## src/rtl/manch_pkg.sv

```systemverilog
// Shared types and constants for the Manchester transmit path.
// Imported by the scheduler and its round-robin arbiter.
package manch_pkg;

  localparam int MANCH_N_DEFAULT = 9;
  localparam int HALF_PER_BIT    = 2;

  typedef enum logic [1:0] {
    ST_IDLE = 2'd0,
    ST_SEND = 2'd1,
    ST_GAP  = 2'd2
  } state_e;

  typedef enum logic {
    SRC0 = 1'b0,
    SRC1 = 1'b1
  } src_e;

endpackage : manch_pkg

```

## src/rtl/manch_rr_arb2.sv

```systemverilog
// Combinational two-way round-robin pick.
// When both sources request, the one that did not win last time is picked.
module manch_rr_arb2
  import manch_pkg::*;
(
  input  logic req0,
  input  logic req1,
  input  src_e last_src,
  output src_e winner,
  output logic valid
);

  always_comb begin
    valid = req0 | req1;
    if (req0 && req1) begin
      winner = (last_src == SRC0) ? SRC1 : SRC0;
    end else if (req1) begin
      winner = SRC1;
    end else begin
      winner = SRC0;
    end
  end

endmodule : manch_rr_arb2

```

## src/rtl/manch_tx_sched.sv

```systemverilog
// Two-source transmit scheduler: grants a word, drives the encoder's go for
// 2N half-bit cycles, then holds an idle gap before the next grant.
module manch_tx_sched
  import manch_pkg::*;
#(
  parameter int N   = MANCH_N_DEFAULT,
  parameter int GAP = 4
) (
  input  logic         clk_2x,
  input  logic         rst,
  input  logic         en,
  input  logic         req0,
  input  logic         req1,
  input  logic [N-1:0] data0,
  input  logic [N-1:0] data1,
  output logic         gnt0,
  output logic         gnt1,
  output logic         enc_go,
  output logic [N-1:0] enc_data,
  output logic         busy,
  output logic         frame_done,
  output logic         active_src
);

  localparam int               CNT_W     = $clog2(HALF_PER_BIT * N);
  localparam logic [CNT_W-1:0] CNT_LAST  = CNT_W'(HALF_PER_BIT * N - 1);
  localparam logic [7:0]       GCNT_LAST = 8'(GAP - 1);

  state_e           state_q, state_d;
  logic [CNT_W-1:0] cnt_q, cnt_d;
  logic [7:0]       gcnt_q, gcnt_d;
  logic             enc_go_q, enc_go_d;
  logic [N-1:0]     enc_data_q, enc_data_d;
  logic             gnt0_q, gnt0_d;
  logic             gnt1_q, gnt1_d;
  logic             busy_q, busy_d;
  logic             frame_done_q, frame_done_d;
  src_e             active_src_q, active_src_d;
  src_e             last_src_q, last_src_d;

  src_e             arb_winner;
  logic             arb_valid;

  manch_rr_arb2 u_arb (
    .req0     (req0),
    .req1     (req1),
    .last_src (last_src_q),
    .winner   (arb_winner),
    .valid    (arb_valid)
  );

  always_comb begin
    // NOTE: every variable gets a default before the case so no path leaves
    // one unassigned, which would otherwise infer a latch.
    state_d      = state_q;
    cnt_d        = cnt_q;
    gcnt_d       = gcnt_q;
    enc_go_d     = enc_go_q;
    enc_data_d   = enc_data_q;
    gnt0_d       = 1'b0;
    gnt1_d       = 1'b0;
    frame_done_d = 1'b0;
    active_src_d = active_src_q;
    last_src_d   = last_src_q;

    unique case (state_q)
      ST_IDLE: begin
        if (en && arb_valid) begin
          enc_data_d   = (arb_winner == SRC1) ? data1 : data0;
          gnt0_d       = (arb_winner == SRC0);
          gnt1_d       = (arb_winner == SRC1);
          enc_go_d     = 1'b1;
          active_src_d = arb_winner;
          last_src_d   = arb_winner;
          cnt_d        = '0;
          state_d      = ST_SEND;
        end
      end
      ST_SEND: begin
        if (cnt_q == CNT_LAST) begin
          enc_go_d     = 1'b0;
          frame_done_d = 1'b1;
          cnt_d        = '0;
          gcnt_d       = '0;
          state_d      = ST_GAP;
        end else begin
          cnt_d = cnt_q + 1'b1;
        end
      end
      ST_GAP: begin
        if (gcnt_q == GCNT_LAST) begin
          gcnt_d  = '0;
          state_d = ST_IDLE;
        end else begin
          gcnt_d = gcnt_q + 1'b1;
        end
      end
      default: state_d = ST_IDLE;
    endcase

    // Registered from the next state so busy lines up with SEND/GAP exactly.
    busy_d = (state_d != ST_IDLE);
  end

  // NOTE: state is written with non-blocking assignments so every flop
  // samples the pre-edge values regardless of statement order.
  always_ff @(posedge clk_2x or posedge rst) begin
    if (rst) begin
      state_q      <= ST_IDLE;
      cnt_q        <= '0;
      gcnt_q       <= '0;
      enc_go_q     <= 1'b0;
      enc_data_q   <= '0;
      gnt0_q       <= 1'b0;
      gnt1_q       <= 1'b0;
      busy_q       <= 1'b0;
      frame_done_q <= 1'b0;
      active_src_q <= SRC0;
      last_src_q   <= SRC1;
    end else begin
      state_q      <= state_d;
      cnt_q        <= cnt_d;
      gcnt_q       <= gcnt_d;
      enc_go_q     <= enc_go_d;
      enc_data_q   <= enc_data_d;
      gnt0_q       <= gnt0_d;
      gnt1_q       <= gnt1_d;
      busy_q       <= busy_d;
      frame_done_q <= frame_done_d;
      active_src_q <= active_src_d;
      last_src_q   <= last_src_d;
    end
  end

  assign gnt0       = gnt0_q;
  assign gnt1       = gnt1_q;
  assign enc_go     = enc_go_q;
  assign enc_data   = enc_data_q;
  assign busy       = busy_q;
  assign frame_done = frame_done_q;
  assign active_src = active_src_q;

endmodule : manch_tx_sched

```

## config.mk

```make
export PLATFORM = sky130hd
export DESIGN_NAME = manch_tx_sched
export DESIGN_NICKNAME = d
export VERILOG_FILES = /design/src/rtl/manch_pkg.sv /design/src/rtl/manch_rr_arb2.sv /design/src/rtl/manch_tx_sched.sv
export SDC_FILE = /design/constraint.sdc
export NUM_CORES = 1
export LEC_CHECK = 0
export CORE_UTILIZATION = 47
export DETAILED_ROUTE_END_ITERATION = 8
export PLACE_DENSITY = 0.85
export SLEW_MARGIN = 15
export SYNTH_ARGS = -nofsm -noshare
export SYNTH_HDL_FRONTEND = slang
export SYNTH_SLANG_ARGS = --single-unit
```

## constraint.sdc

```tcl
create_clock -name clk_2x -period 1.7 [get_ports clk_2x]
set_clock_uncertainty 0.1 [all_clocks]
set_input_delay 0.17 -clock clk_2x [delete_from_list [all_inputs] [get_ports clk_2x]]
set_output_delay 0.17 -clock clk_2x [all_outputs]
set_load 0.03 [all_outputs]
```

==> impl_metrics.prom, run 1 <==
# TYPE chip_impl_metric gauge
chip_impl_info{name="status",value="complete, no violations"} 1
chip_impl_metric{name="static-leakage-power",unit="uW"} 0.000935
chip_impl_metric{name="r2r_setup_slack",unit="ns"} 0.09
chip_impl_metric{name="grt.met2_usage",unit="%"} 37.7
chip_impl_metric{name="first_global_vias",unit=""} 1210
chip_impl_metric{name="met1_usage",unit="%"} 25.8
chip_impl_metric{name="post-dp-hpwl",unit="um"} 2440
chip_impl_metric{name="critical_path.max_stage_delay",unit="ns"} 0.68
chip_impl_info{name="critical_path.cell_chain",value="clkdlybuf4s50_1"} 1
chip_impl_metric{name="placement.setup.worst_slack",unit="ns"} 0.0239
chip_impl_metric{name="timing.final.crit_share",unit="%"} 96.7
chip_impl_metric{name="drt-total-wl",unit="um"} 3170
chip_impl_info{name="crit_path_end",value="enc_data[8]"} 1
chip_impl_metric{name="clock_tree.htree_level_count",unit=""} 2
chip_impl_metric{name="core_area",unit="um2"} 2830
chip_impl_metric{name="netlist_area",unit="um2"} 1440
chip_impl_metric{name="n_antenna_cell",unit=""} 0
chip_impl_metric{name="critical_path_buf_inv_count",unit=""} 1
chip_impl_metric{name="relSlewSlack",unit="%"} 75.3
chip_impl_metric{name="layout_setup_ws",unit="ns"} 0.0569
chip_impl_metric{name="wire_per_inst",unit="um"} 14.5
chip_impl_metric{name="dr.first_iter.drc_count",unit=""} 39
chip_impl_metric{name="grt_usage",unit="%"} 22.4
chip_impl_metric{name="placed_cell_area",unit="um2"} 1890
chip_impl_metric{name="port_buffers",unit=""} 37
chip_impl_metric{name="finalSetupTns",unit="ns"} 0
chip_impl_info{name="rsz0062_at_grt",value="false"} 1
chip_impl_info{name="cpLargestDelayFamily",value="buffers and inverters"} 1
chip_impl_metric{name="antenna_found_initial",unit=""} 0
chip_impl_metric{name="synth_area_per_cell",unit="um2"} 10.3
chip_impl_metric{name="worst-endpoint-required",unit="ns"} 1.43
chip_impl_metric{name="ys_seq_area_share",unit="%"} 53.8
chip_impl_info{name="r2r-end",value="gcnt_q[5]$_DFFE_PP0P_"} 1
chip_impl_info{name="crit_path_start",value="enc_data[8]$_DFFE_PP0P_"} 1
chip_impl_metric{name="layout.core_utilization",unit="%"} 68.8
chip_impl_info{name="critPathKind",value="flip-flop to output port"} 1
chip_impl_metric{name="globalplace.congestion",unit=""} 0.809
chip_impl_metric{name="worst-slew-pin-transition",unit="ns"} 0.370
chip_impl_info{name="clockRootBuffer",value="sky130_fd_sc_hd__clkbuf_4"} 1
chip_impl_metric{name="post_synth_inst_count",unit=""} 140
chip_impl_metric{name="timing.final.max_slew_violations",unit=""} 0
chip_impl_metric{name="drive_gt1_share",unit="%"} 10.7
chip_impl_metric{name="final_antenna_net_count",unit=""} 0
chip_impl_metric{name="timing.critical_path.depth",unit=""} 1
chip_impl_metric{name="die-height",unit="um"} 57.4
chip_impl_metric{name="pin_count",unit=""} 38
chip_impl_info{name="end_kind",value="output port"} 1
chip_impl_info{name="slowest_stage",value="sky130_fd_sc_hd__clkdlybuf4s50_1"} 1
chip_impl_metric{name="worst_r2r_path_depth",unit=""} 5
chip_impl_metric{name="timing.final.setup_violations",unit=""} 0
chip_impl_metric{name="drc",unit=""} 0
chip_impl_metric{name="cts.repair_timing.setup_buffer_count",unit=""} 0
chip_impl_info{name="critical_path.startpoint_type",value="flip-flop"} 1
chip_impl_metric{name="fmaxAchievable",unit="MHz"} 609
chip_impl_metric{name="die_x",unit="um"} 57.4
chip_impl_metric{name="stdcell_area",unit="um2"} 1950
chip_impl_info{name="grt-busiest-layer",value="met2"} 1
chip_impl_metric{name="layout-area-overhead-vs-synth",unit="%"} 34.8
chip_impl_metric{name="yosys_warnings",unit=""} 0
chip_impl_metric{name="max-vdd-ir-drop",unit="V"} 0.00102
chip_impl_metric{name="cts-hold-fix-buffers",unit=""} 0
chip_impl_metric{name="cts.sinks",unit=""} 31
chip_impl_metric{name="fp.dieArea",unit="um2"} 3300
chip_impl_metric{name="clkSlewWorstSetupHoldPaths",unit="ns"} 0.09
chip_impl_info{name="source_of_the_worst_register_to_register_timing_path",value="gcnt_q[0]$_DFFE_PP0P_"} 1
chip_impl_metric{name="vias_per_cell",unit=""} 5.51
chip_impl_metric{name="design.final.nets",unit=""} 214
chip_impl_metric{name="crit_arrival",unit="ns"} 1.37
chip_impl_metric{name="initial_standard_cell_utilization_of_the_core",unit="%"} 51.0
chip_impl_metric{name="p_per_area",unit="nW/um2"} 1370
chip_impl_metric{name="clk_path_buf_depth",unit=""} 2
chip_impl_metric{name="mappedNetlistNets",unit=""} 166
chip_impl_metric{name="global_route.usage.met3",unit="%"} 6.80
chip_impl_metric{name="grt_overflow_total",unit=""} 0
chip_impl_info{name="tritoncts",value="built"} 1
chip_impl_metric{name="first_pass_grt_wire_length",unit="um"} 5420
chip_impl_metric{name="period_needed",unit="ns"} 1.64
chip_impl_metric{name="num_vias",unit=""} 1201
chip_impl_metric{name="clock_latency_of_the_later_clocked_register_in_the_worst_skew_pair",unit="ns"} 0.33
chip_impl_metric{name="cts_buffers",unit=""} 5
chip_impl_info{name="postSynth.topFlopCell",value="sky130_fd_sc_hd__dfrtp_1"} 1
chip_impl_metric{name="timing_hold_violations_final",unit=""} 0
chip_impl_info{name="hold_class",value="primary input to async pin"} 1
chip_impl_metric{name="post_synthesis_register_bit_count",unit=""} 31
chip_impl_metric{name="timing.critical_path.fanout_max",unit=""} 2
chip_impl_metric{name="grt_max_degree",unit=""} 32
chip_impl_metric{name="row_count",unit=""} 19
chip_impl_metric{name="drt_pass1_iterations",unit=""} 4
chip_impl_metric{name="async_flop_share",unit="%"} 100
chip_impl_metric{name="yosys.cell_types.count",unit=""} 32
chip_impl_metric{name="max_cap_viol_count",unit=""} 0
chip_impl_metric{name="synth_edf_count",unit=""} 0
report_power, final:
| group | switching, uW | leakage [uW] | internal [uW] | total, uW |
|---|---|---|---|---|
| clock network | 227 | 0.0000242 | 147 | 373 |
| registers | 158 | 0.000394 | 970 | 1130 |
| logic | 650 | 0.000517 | 524 | 1170 |
| total | 1030 | 0.000935 | 1640 | 2680 |
sequential cells by signal, summed over array words and instances, names as in the netlist:
register	flops
state_q	2
frame_done	1
gnt1	1
enc_data	9
busy	1
last_src_q	1
enc_go	1
gnt0	1
gcnt_q	8
cnt_q	5
active_src	1
placed cells by master, fill, tap and decap left out, types with 2 or more instances in the layout:
master,netlist,final
sky130_fd_sc_hd__buf_4,0,8
sky130_fd_sc_hd__xnor2_1,2,2
sky130_fd_sc_hd__clkbuf_4,0,5
sky130_fd_sc_hd__nor2_1,3,3
sky130_fd_sc_hd__dlymetal6s2s_1,0,2
sky130_fd_sc_hd__clkdlybuf4s50_1,0,35
sky130_fd_sc_hd__a21oi_1,3,3
sky130_fd_sc_hd__dfrtp_1,30,30
sky130_fd_sc_hd__o21ai_0,9,9
sky130_fd_sc_hd__mux2i_1,10,10
sky130_fd_sc_hd__ha_1,3,3
sky130_fd_sc_hd__inv_1,6,6
sky130_fd_sc_hd__nand2_1,26,26
sky130_fd_sc_hd__a21o_1,5,5
sky130_fd_sc_hd__nor3_1,2,2
sky130_fd_sc_hd__nand3_1,5,5
sky130_fd_sc_hd__o21ai_1,12,12
sky130_fd_sc_hd__xor2_1,2,2
sky130_fd_sc_hd__or3_1,2,2
cell usage after synthesis, drive strengths merged (3+ instances only):
| master | count | area share [%] |
|---|---|---|
| dfrtp | 30 | 52 |
| nor2 | 3 | 0.78 |
| ha | 3 | 2.6 |
| nand3 | 5 | 1.7 |
| nand2 | 26 | 6.8 |
| mux2i | 10 | 6.9 |
| a21o | 5 | 2.6 |
| o21ai | 21 | 7.3 |
| a21oi | 3 | 1.0 |
| buf | 4 | 1.4 |
| inv | 6 | 1.6 |
metal layers:
layer	vias up	routed length [um]	share of wire, %
li1	572	-	-
met1	586	1220	38
met2	37	1750	55
met3	6	149	4.7
met4	0	53	1.7
met5	-	0	0
kinds of logic (layout without fill, tap and decap cells):
group,after synthesis,after routing,synth area share (%)
xor gates and xnor gates,4,4,2.43
and+or+nand+nor,48,48,17.2
buffers and inverters,10,57,2.95
AOI/OAI and AO/OA,34,34,14.0
muxes,10,10,6.93
adders and majority gates,3,3,2.60
DFF,31,31,53.8
area by class of cell:
class | count | area, um2
fillers | 218 | 882
flip-flops and latches | 31 | 777
multi-input cells | 99 | 632
repair buffers | 45 | 435
clock buffers | 6 | 41.3
well taps | 31 | 38.8
inverters | 6 | 22.5
metrics by stage:
step	total power, uW	std cells	hold slack (ns)
6_report	2680	218	0.109
5_1_grt	2870	218	0.164
4_1_cts	2690	218	0.109
3_5_place_dp	2320	212	0.379
3_3_place_gp	2250	212	0.363
2_1_floorplan	1820	140	0.173
worst min path at each step:
stage / from / endpoint / slack [ns] / cells after the start
after floorplan: rst / active_src$_DFFE_PP0P_ / 0.17 / 1
after global placement: enc_go$_DFFE_PP0P_ / enc_go$_DFFE_PP0P_ / 0.36 / 2
after detailed placement: enc_data[1]$_DFFE_PP0P_ / enc_data[1]$_DFFE_PP0P_ / 0.38 / 2
after CTS: rst / cnt_q[2]$_DFFE_PP0P_ / 0.11 / 3
after global routing: rst / state_q[1]$_DFF_PP0_ / 0.16 / 3
final: rst / cnt_q[4]$_DFFE_PP0P_ / 0.11 / 3
what timing repair did:
| action | in CTS | in global routing |
|---|---|---|
| gates resized for setup | 0 | 3 |
| endpoints found under the hold margin | 0 | 0 |
| endpoints found under the setup margin | 0 | 6 |
No activity file was read; power rests on OpenSTA's default activity.
==> run 2: changes to the inputs <==
--- a/config.mk
+++ b/config.mk
@@ -8,7 +8,7 @@
 export CORE_UTILIZATION = 47
 export DETAILED_ROUTE_END_ITERATION = 8
 export PLACE_DENSITY = 0.85
-export SLEW_MARGIN = 15
+export SLEW_MARGIN = 20
 export SYNTH_ARGS = -nofsm -noshare
 export SYNTH_HDL_FRONTEND = slang
 export SYNTH_SLANG_ARGS = --single-unit
==> results of run 2 <==
Final layout, timing and power as in run 1 (identical DEF).
==> run 3: changes to the inputs <==
--- a/config.mk
+++ b/config.mk
@@ -5,9 +5,12 @@
 export SDC_FILE = /design/constraint.sdc
 export NUM_CORES = 1
 export LEC_CHECK = 0
-export CORE_UTILIZATION = 47
+export CELL_PAD_IN_SITES_DETAIL_PLACEMENT = 0
+export CELL_PAD_IN_SITES_GLOBAL_PLACEMENT = 1
+export CORE_UTILIZATION = 36
 export DETAILED_ROUTE_END_ITERATION = 8
 export PLACE_DENSITY = 0.85
+export REMOVE_ABC_BUFFERS = 1
 export SLEW_MARGIN = 20
 export SYNTH_ARGS = -nofsm -noshare
 export SYNTH_HDL_FRONTEND = slang
==> run 3 against run 2 <==
Against the previous run: final cell count up 8.7%; clock power up 68%; critical path depth up 4; hold slack better by 0.064 ns; routed wire length down 3.6%; total power up 9.0%; via count down 6.8%; setup slack better by 0.027 ns; core utilization down 15 points; largest cell class unchanged.
==> impl_metrics.prom, run 3 (synthesis results as in run 1) <==
# TYPE chip_impl_metric gauge
chip_impl_metric{name="relSlewSlack",unit="%"} 73.8
chip_impl_metric{name="global_route.usage.met3",unit="%"} 5.21
chip_impl_metric{name="drt-total-wl",unit="um"} 3060
chip_impl_metric{name="core_area",unit="um2"} 3740
chip_impl_metric{name="static-leakage-power",unit="uW"} 0.000937
chip_impl_metric{name="max-vdd-ir-drop",unit="V"} 0.000719
chip_impl_metric{name="p_per_area",unit="nW/um2"} 1440
chip_impl_metric{name="grt_max_degree",unit=""} 32
chip_impl_metric{name="first_pass_grt_wire_length",unit="um"} 5320
chip_impl_info{name="mostFrequentLayoutCells",value="37 x sky130_fd_sc_hd__clkdlybuf4s50_1, 30 x sky130_fd_sc_hd__dfrtp_1, 26 x sky130_fd_sc_hd__nand2_1"} 1
chip_impl_metric{name="cts.repair_timing.setup_buffer_count",unit=""} 0
chip_impl_metric{name="timing.final.setup_violations",unit=""} 0
chip_impl_metric{name="drt_pass1_iterations",unit=""} 4
chip_impl_metric{name="clock_latency_of_the_later_clocked_register_in_the_worst_skew_pair",unit="ns"} 0.28
chip_impl_metric{name="cts_buffers",unit=""} 5
chip_impl_metric{name="die-height",unit="um"} 65.3
chip_impl_metric{name="grt_usage",unit="%"} 16.9
chip_impl_metric{name="final_antenna_net_count",unit=""} 0
chip_impl_metric{name="cts-hold-fix-buffers",unit=""} 0
chip_impl_metric{name="timing.final.crit_share",unit="%"} 95.0
chip_impl_metric{name="n_antenna_cell",unit=""} 0
chip_impl_metric{name="post-dp-hpwl",unit="um"} 2310
chip_impl_metric{name="grt.met2_usage",unit="%"} 28.6
chip_impl_info{name="end_kind",value="flip-flop"} 1
chip_impl_info{name="cpLargestDelayFamily",value="simple AND/OR/NAND/NOR gates"} 1
chip_impl_info{name="grt-busiest-layer",value="met2"} 1
chip_impl_metric{name="num_vias",unit=""} 1119
chip_impl_metric{name="layout-area-overhead-vs-synth",unit="%"} 40.0
chip_impl_metric{name="globalplace.congestion",unit=""} 0.820
chip_impl_metric{name="fp.dieArea",unit="um2"} 4270
chip_impl_metric{name="max_cap_viol_count",unit=""} 0
chip_impl_metric{name="worst-endpoint-required",unit="ns"} 1.82
chip_impl_metric{name="critical_path_buf_inv_count",unit=""} 0
chip_impl_info{name="clockRootBuffer",value="sky130_fd_sc_hd__clkbuf_8"} 1
chip_impl_metric{name="crit_arrival",unit="ns"} 1.73
chip_impl_metric{name="cts.sinks",unit=""} 31
chip_impl_metric{name="clk_path_buf_depth",unit=""} 2
chip_impl_metric{name="die_x",unit="um"} 65.3
chip_impl_info{name="hold_class",value="primary input to async pin"} 1
chip_impl_info{name="crit_path_start",value="cnt_q[0]$_DFFE_PP0P_"} 1
chip_impl_metric{name="grt_overflow_total",unit=""} 0
chip_impl_metric{name="dr.first_iter.drc_count",unit=""} 20
chip_impl_metric{name="drive_gt1_share",unit="%"} 11.6
chip_impl_metric{name="drc",unit=""} 0
chip_impl_metric{name="clkSlewWorstSetupHoldPaths",unit="ns"} 0.06
chip_impl_metric{name="placement.setup.worst_slack",unit="ns"} 0.0256
chip_impl_metric{name="stdcell_area",unit="um2"} 2020
chip_impl_metric{name="fin_cells",unit=""} 237
chip_impl_metric{name="vias_per_cell",unit=""} 4.72
chip_impl_metric{name="fmaxAchievable",unit="MHz"} 619
chip_impl_metric{name="row_count",unit=""} 22
chip_impl_metric{name="clock_tree.htree_level_count",unit=""} 2
chip_impl_metric{name="largest_reg_flops",unit=""} 9
chip_impl_info{name="status",value="complete, no violations"} 1
chip_impl_info{name="critical_path.startpoint_type",value="flip-flop"} 1
chip_impl_metric{name="timing.critical_path.fanout_max",unit=""} 7
chip_impl_metric{name="timing_hold_violations_final",unit=""} 0
chip_impl_info{name="slowest_stage",value="sky130_fd_sc_hd__dfrtp_1"} 1
chip_impl_metric{name="critical_path.max_stage_delay",unit="ns"} 0.42
chip_impl_metric{name="wire_per_inst",unit="um"} 12.9
chip_impl_metric{name="placed_cell_area",unit="um2"} 1910
chip_impl_metric{name="period_needed",unit="ns"} 1.62
chip_impl_info{name="layout_commonest_cell",value="sky130_fd_sc_hd__clkdlybuf4s50_1"} 1
chip_impl_metric{name="pin_count",unit=""} 38
chip_impl_info{name="tritoncts",value="built"} 1
chip_impl_metric{name="met1_usage",unit="%"} 19.6
chip_impl_info{name="critPathKind",value="flip-flop to flip-flop"} 1
chip_impl_metric{name="port_buffers",unit=""} 37
chip_impl_metric{name="layout_setup_ws",unit="ns"} 0.0843
chip_impl_metric{name="timing.final.max_slew_violations",unit=""} 0
chip_impl_metric{name="worst-slew-pin-transition",unit="ns"} 0.392
chip_impl_info{name="source_of_the_worst_register_to_register_timing_path",value="cnt_q[0]$_DFFE_PP0P_"} 1
chip_impl_metric{name="antenna_found_initial",unit=""} 0
chip_impl_metric{name="initial_standard_cell_utilization_of_the_core",unit="%"} 38.6
chip_impl_info{name="critical_path.cell_chain",value="ha_1 > and4bb_2 > nand2b_4 > nor3b_1 > a21o_1"} 1
chip_impl_info{name="rsz0062_at_grt",value="false"} 1
chip_impl_metric{name="dp_cells",unit=""} 229
chip_impl_metric{name="first_global_vias",unit=""} 1196
chip_impl_metric{name="design.final.nets",unit=""} 214
chip_impl_metric{name="r2r_setup_slack",unit="ns"} 0.08
chip_impl_metric{name="finalSetupTns",unit="ns"} 0
run 3: what timing repair did:
item,CTS,global route
endpoints found under the setup margin,0,1
gates resized for setup,0,1
hold endpoints to repair,0,0
run 3: cell type report:
class / count / area, um2
Clock buffer: 8 / 100
Fill cell: 372 / 1720
Inverter: 6 / 22.5
Multi-Input combinational cell: 99 / 632
Sequential cell: 31 / 777
Tap cell: 48 / 60.1
Timing Repair Buffer: 45 / 430
run 3: per-layer routing:
| layer | routed length, um | part of all wire, % |
|---|---|---|
| met1 | 1340 | 44 |
| met2 | 1590 | 52 |
| met4 | 48 | 1.6 |
| met5 | 0 | 0 |
| met3 | 78 | 2.6 |
run 3: tightest hold or removal path: stages:
cell	delay (ns)
sky130_fd_sc_hd__clkdlybuf4s50_1	0.40
sky130_fd_sc_hd__inv_1	0.05
sky130_fd_sc_hd__buf_4	0.35
run 3: final timing paths:
path / end / depth (start not counted)
setup / recovery: cnt_q[2]$_DFFE_PP0P_ / 5
hold / removal: gnt0$_DFF_PP0_ / 3
setup reg to reg: cnt_q[2]$_DFFE_PP0P_ / 5
hold reg to reg: enc_data[3]$_DFFE_PP0P_ / 2
max in group asynchronous: last_src_q$_DFFE_PP1P_ / 3
min in group clk_2x: enc_data[3]$_DFFE_PP0P_ / 2
run 3: report_power, final:
part | internal (uW) | switching (uW)
Combinational | 522 | 642
Sequential | 972 | 152
Clock | 369 | 258
Total | 1860 | 1050
run 3: through the flow:
step                      hold slack, ns  utilization (%)  power [uW]
after floorplan                    0.173                -        1810
after global placement             0.369             51.1        2260
after detailed placement           0.374             51.1        2300
after CTS                          0.180             53.8        2940
after global routing               0.246             54.0        3100
final                              0.173             54.0        2920
==> RTL edit 1: new RTL, flow settings as in run 1 <==
The package constant `HALF_PER_BIT` goes from 2 to 1.
--- a/src/rtl/manch_pkg.sv
+++ b/src/rtl/manch_pkg.sv
@@ -3,7 +3,7 @@
 package manch_pkg;
 
   localparam int MANCH_N_DEFAULT = 9;
-  localparam int HALF_PER_BIT    = 2;
+  localparam int HALF_PER_BIT    = 1;
 
   typedef enum logic [1:0] {
     ST_IDLE = 2'd0,
Function: no difference found for any inputs over 10 cycles, from zero or initial values and one cycle with rst high; that may be too few to reach the edited logic, so the function may still have changed.
==> RTL edit 1 against run 1 <==
The run now ends with negative setup slack left. Sequential cell count shrank 1. Count of clock-buffer cells in the layout decreased by 1. Design area rose by 8.5%. Worst setup slack lost 0.35 ns. Sequential power is 6% lower. Global-route usage up 0.41 points. Combinational power increased by 11%. Via count grew 4.8%. First-iteration DRC count rose by 2.6%. Area after synthesis is 0.95% lower. Power rose by 10%. Routed wire length grew 5.0%. Largest power group unchanged. Highest routed layer unchanged.
==> RTL edit 1: results (changes against run 1) <==
- Status: finished with violations
- Failing checks: negative setup slack
- Routed met3 length: 247 µm (+66%)
- Nets: 225 (+5.1%)
- Cell family with most CP delay: simple AND/OR/NAND/NOR gates
- GR Util met2: 41.8% (+4.1 points)
- Met1 usage: 21.3% (-4.5 points)
- Leak pwr: 0.00108 µW (+15%)
- GR Util met3: 10.4% (+3.6 points)
- Final WL: 3330 µm (+5.0%)
- Synth Instances: 138 (-1.4%)
- Tightest Pin Transition: 0.367 ns (-0.00275 ns)
- Peak VDD IR: 0.951 mV (-7.1%)
- Area after DPL: 1980 µm² (+4.5%)
- Final Setup Violations: 10 (+10)
- Count of cell types in the netlist: 34 (+6.3%)
- All-Layer GR Usage: 22.9% (+0.41 points)
- Worst Setup End Kind: flip-flop
- Final worst slack: -0.291 ns (-0.347 ns)
- Final hold slack: 0.0847 ns (-0.0244 ns)
- Largest net degree at the start of global routing: 31 (-3.1%)
- Met2 wire len: 1730 µm (-0.91%)
- Fillers: 178 (-18%)
- WP data arrival: 2.12 ns (+0.75 ns)
- Synth top area cells: dfrtp_1 (51%), mux2i_1 (6.3%), nand2_1 (5.5%)
- Register area share after synthesis: 52.6% (-1.2 points)
- Via count: 1259 (+4.8%)
- Pwr dens: 1390 nW/µm² (+1.4%)
- GP Congestion: 0.850 (+5.1%)
-- RTL edit 1: cells by family after synthesis --
family / synth area share [%]
AO/OA/AOI/OAI: 17.1
XOR/XNOR: 0.613
buffers and inverters: 3.41
AND/OR/NAND/NOR: 17.4
flip-flops: 52.6
adder cells (fa/ha/maj): 2.62
multiplexers: 6.30
-- RTL edit 1: cell type report --
type                            count  share of cell area, %
Clock buffer                        5                   1.78
Clock inverter                      3                   2.13
Inverter                            8                   1.42
Multi-Input combinational cell     95                   30.3
Sequential cell                    30                   35.6
Tap cell                           31                   1.84
Timing Repair Buffer               59                   27.0
-- RTL edit 1: what timing repair did --
action,in CTS,in global routing
resized for setup,1,10
pin swaps,1,1
setup buffers,1,2
setup endpoints to repair,10,19
-- RTL edit 1: power by group --
part | internal (µW) | switching, µW
combinational | 601 | 703
sequential | 936 | 125
clock | 308 | 274
total | 1850 | 1100
==> RTL edit 2: new RTL, settings of run 1 <==
Made on the original files. Re-encode `state_e` (3 states) as one-hot, 3 bits wide.
--- a/src/rtl/manch_pkg.sv
+++ b/src/rtl/manch_pkg.sv
@@ -5,10 +5,10 @@
   localparam int MANCH_N_DEFAULT = 9;
   localparam int HALF_PER_BIT    = 2;
 
-  typedef enum logic [1:0] {
-    ST_IDLE = 2'd0,
-    ST_SEND = 2'd1,
-    ST_GAP  = 2'd2
+  typedef enum logic [2:0] {
+    ST_IDLE = 3'b001,
+    ST_SEND = 3'b010,
+    ST_GAP  = 3'b100
   } state_e;
 
   typedef enum logic {
Behaviour: same outputs for any inputs over 10 cycles, from zero or initial values and one cycle with rst high; not proved beyond that.
==> RTL edit 2 against run 1 <==
Synthesized cell count rose by 7.9%. Highest routed layer unchanged. Final cell count grew 14%. Area after synthesis increased by 5.5%. Routed wire length grew 4.9%. Design area is 9.9% higher. Worst hold slack improved by 0.024 ns. Sequential cell count is 1 higher. Power is 0.29% lower. Worst setup slack lost 0.0070 ns. Clock power up 33%.
==> RTL edit 2: results (changes against run 1) <==
- Status: finished clean
- Layout overhead on the synthesized area: 40.4%
- Routed met3 length: 207 µm (+39%)
- Layout cell share with drive strength beyond 1: 15.6% (+4.9 points)
- Syn nets: 177 (+6.6%)
- FFs w/ async S/R, synth: 100% (unchanged)
- Drt pass-1 iters: 4 (unchanged)
- Met1 usage: 25.9% (+0.12 points)
- Top Layer Used: met4
- Crit Path Max Fanout: 2 (unchanged)
- H-tree depth: 2 (unchanged)
- Routed length per placed instance: 13.4 µm (-8.2%)
- GR Util met2: 35.1% (-2.6 points)
- Vias per cell: 5.18 (-6.0%)
- Final Setup Violations: 0 (unchanged)
- Met2 wire len: 1580 µm (-9.9%)
- Fillers: 218 (unchanged)
- Synth top cells by count: dfrtp_1 (30), nand2_1 (26), o21ai_0 (16)
- Clock Tree Buf Depth: 2 (unchanged)
- Worst min-delay path class: input port to asynchronous set/reset pin
- Post-DP HPWL: 2410 µm (-1.5%)
- Clock Latency Late Sink: 0.33 ns (about the same)
- All-Layer GR Usage: 21.9% (-0.58 points)
- Area after DPL: 2030 µm² (+7.3%)
- GR Util met3: 7.91% (+1.1 points)
- Vias in the first global route: 1301 (+7.5%)
- Cell family with most CP delay: buffers and inverters
- Count of cell types in the netlist: 40 (+25%)
- CP max-delay cell: clkdlybuf4s50_1
- Final slew viol count: 0 (unchanged)
- Register area share after synthesis: 52.7% (-1.1 points)
- Routed length on met1: 1470 µm (+21%)
- Largest net degree at the start of global routing: 33 (+3.1%)
- Rel. slew slack: 73.1% (-2.2 points)
- DR iter-0 viols: 29 (-26%)
- Pre-CTS setup slack: -0.146 ns (-0.170 ns)
- Largest register FFs: 9 (unchanged)
- First-pass GRT wire length: 5460 µm (+0.76%)
- Clock root buffer master: clkbuf_4
- Peak VDD IR: 0.921 mV (-10%)
- Leak pwr: 0.00100 µW (+7.2%)
- Synth top area cells: dfrtp_1 (49%), nand2_1 (6.4%), mux2i_1 (5.9%)
- CP max stage delay: 0.68 ns (about the same)
- Reg2reg path depth: 7 (+2)
- Top FF cell, synth: dfrtp_1
- Nets: 230 (+7.5%)
- GP Congestion: 0.799 (-1.2%)
- Port bufs: 37 (unchanged)
- WP data arrival: 1.38 ns
- Clock transition at path regs: 0.10 ns
## RTL edit 2: stage by stage
step | hold slack, ns | cells | TNS (ns)
after floorplan | 0.185 | 151 | 0
after global placement | 0.363 | 241 | -0.832
after detailed placement | 0.374 | 241 | -1.54
after CTS | 0.127 | 249 | 0
after global routing | 0.168 | 249 | 0
final | 0.133 | 249 | 0
## RTL edit 2: cells by family after synthesis
kind of cell	share of synthesized area, %
AOI/OAI and AO/OA	14.5
adders and majority gates	2.46
buffers and inverters	2.79
and+or+nand+nor	20.5
muxes	5.91
DFF	52.7
xor gates and xnor gates	1.15
## RTL edit 2: what timing repair did
item / CTS / global route
setup buffers: 0 / 0
gates resized for setup: 1 / 9
endpoints found under the setup margin: 1 / 9
hold buffers: 0 / 0
## RTL edit 2: path summary, 6_finish.rpt
kind                                               from                      end  slack [ns]
max in group asynchronous                           rst     state_q[0]$_DFF_PP1_        1.04
worst min-delay path                                rst    gcnt_q[0]$_DFFE_PP0P_        0.13
worst min register to register  enc_data[3]$_DFFE_PP0P_  enc_data[3]$_DFFE_PP0P_        0.39
worst max-delay path            enc_data[7]$_DFFE_PP0P_              enc_data[7]        0.05
min in group clk_2x                            data0[7]  enc_data[7]$_DFFE_PP0P_        0.36
worst max register to register     cnt_q[1]$_DFFE_PP0P_    gcnt_q[5]$_DFFE_PP0P_        0.06
## RTL edit 2: layout make-up
type / count / area share (%)
Clock buffer: 8 / 3.22
Sequential cell: 32 / 37.6
Tap cell: 44 / 2.57
Inverter: 5 / 0.877
Timing Repair Buffer: 51 / 22.9
Multi-Input combinational cell: 109 / 32.9
## RTL edit 2: report_power, final
| group | internal, µW | switching [µW] |
|---|---|---|
| clock network | 243 | 254 |
| registers | 961 | 111 |
| logic | 497 | 602 |
| total | 1700 | 967 |
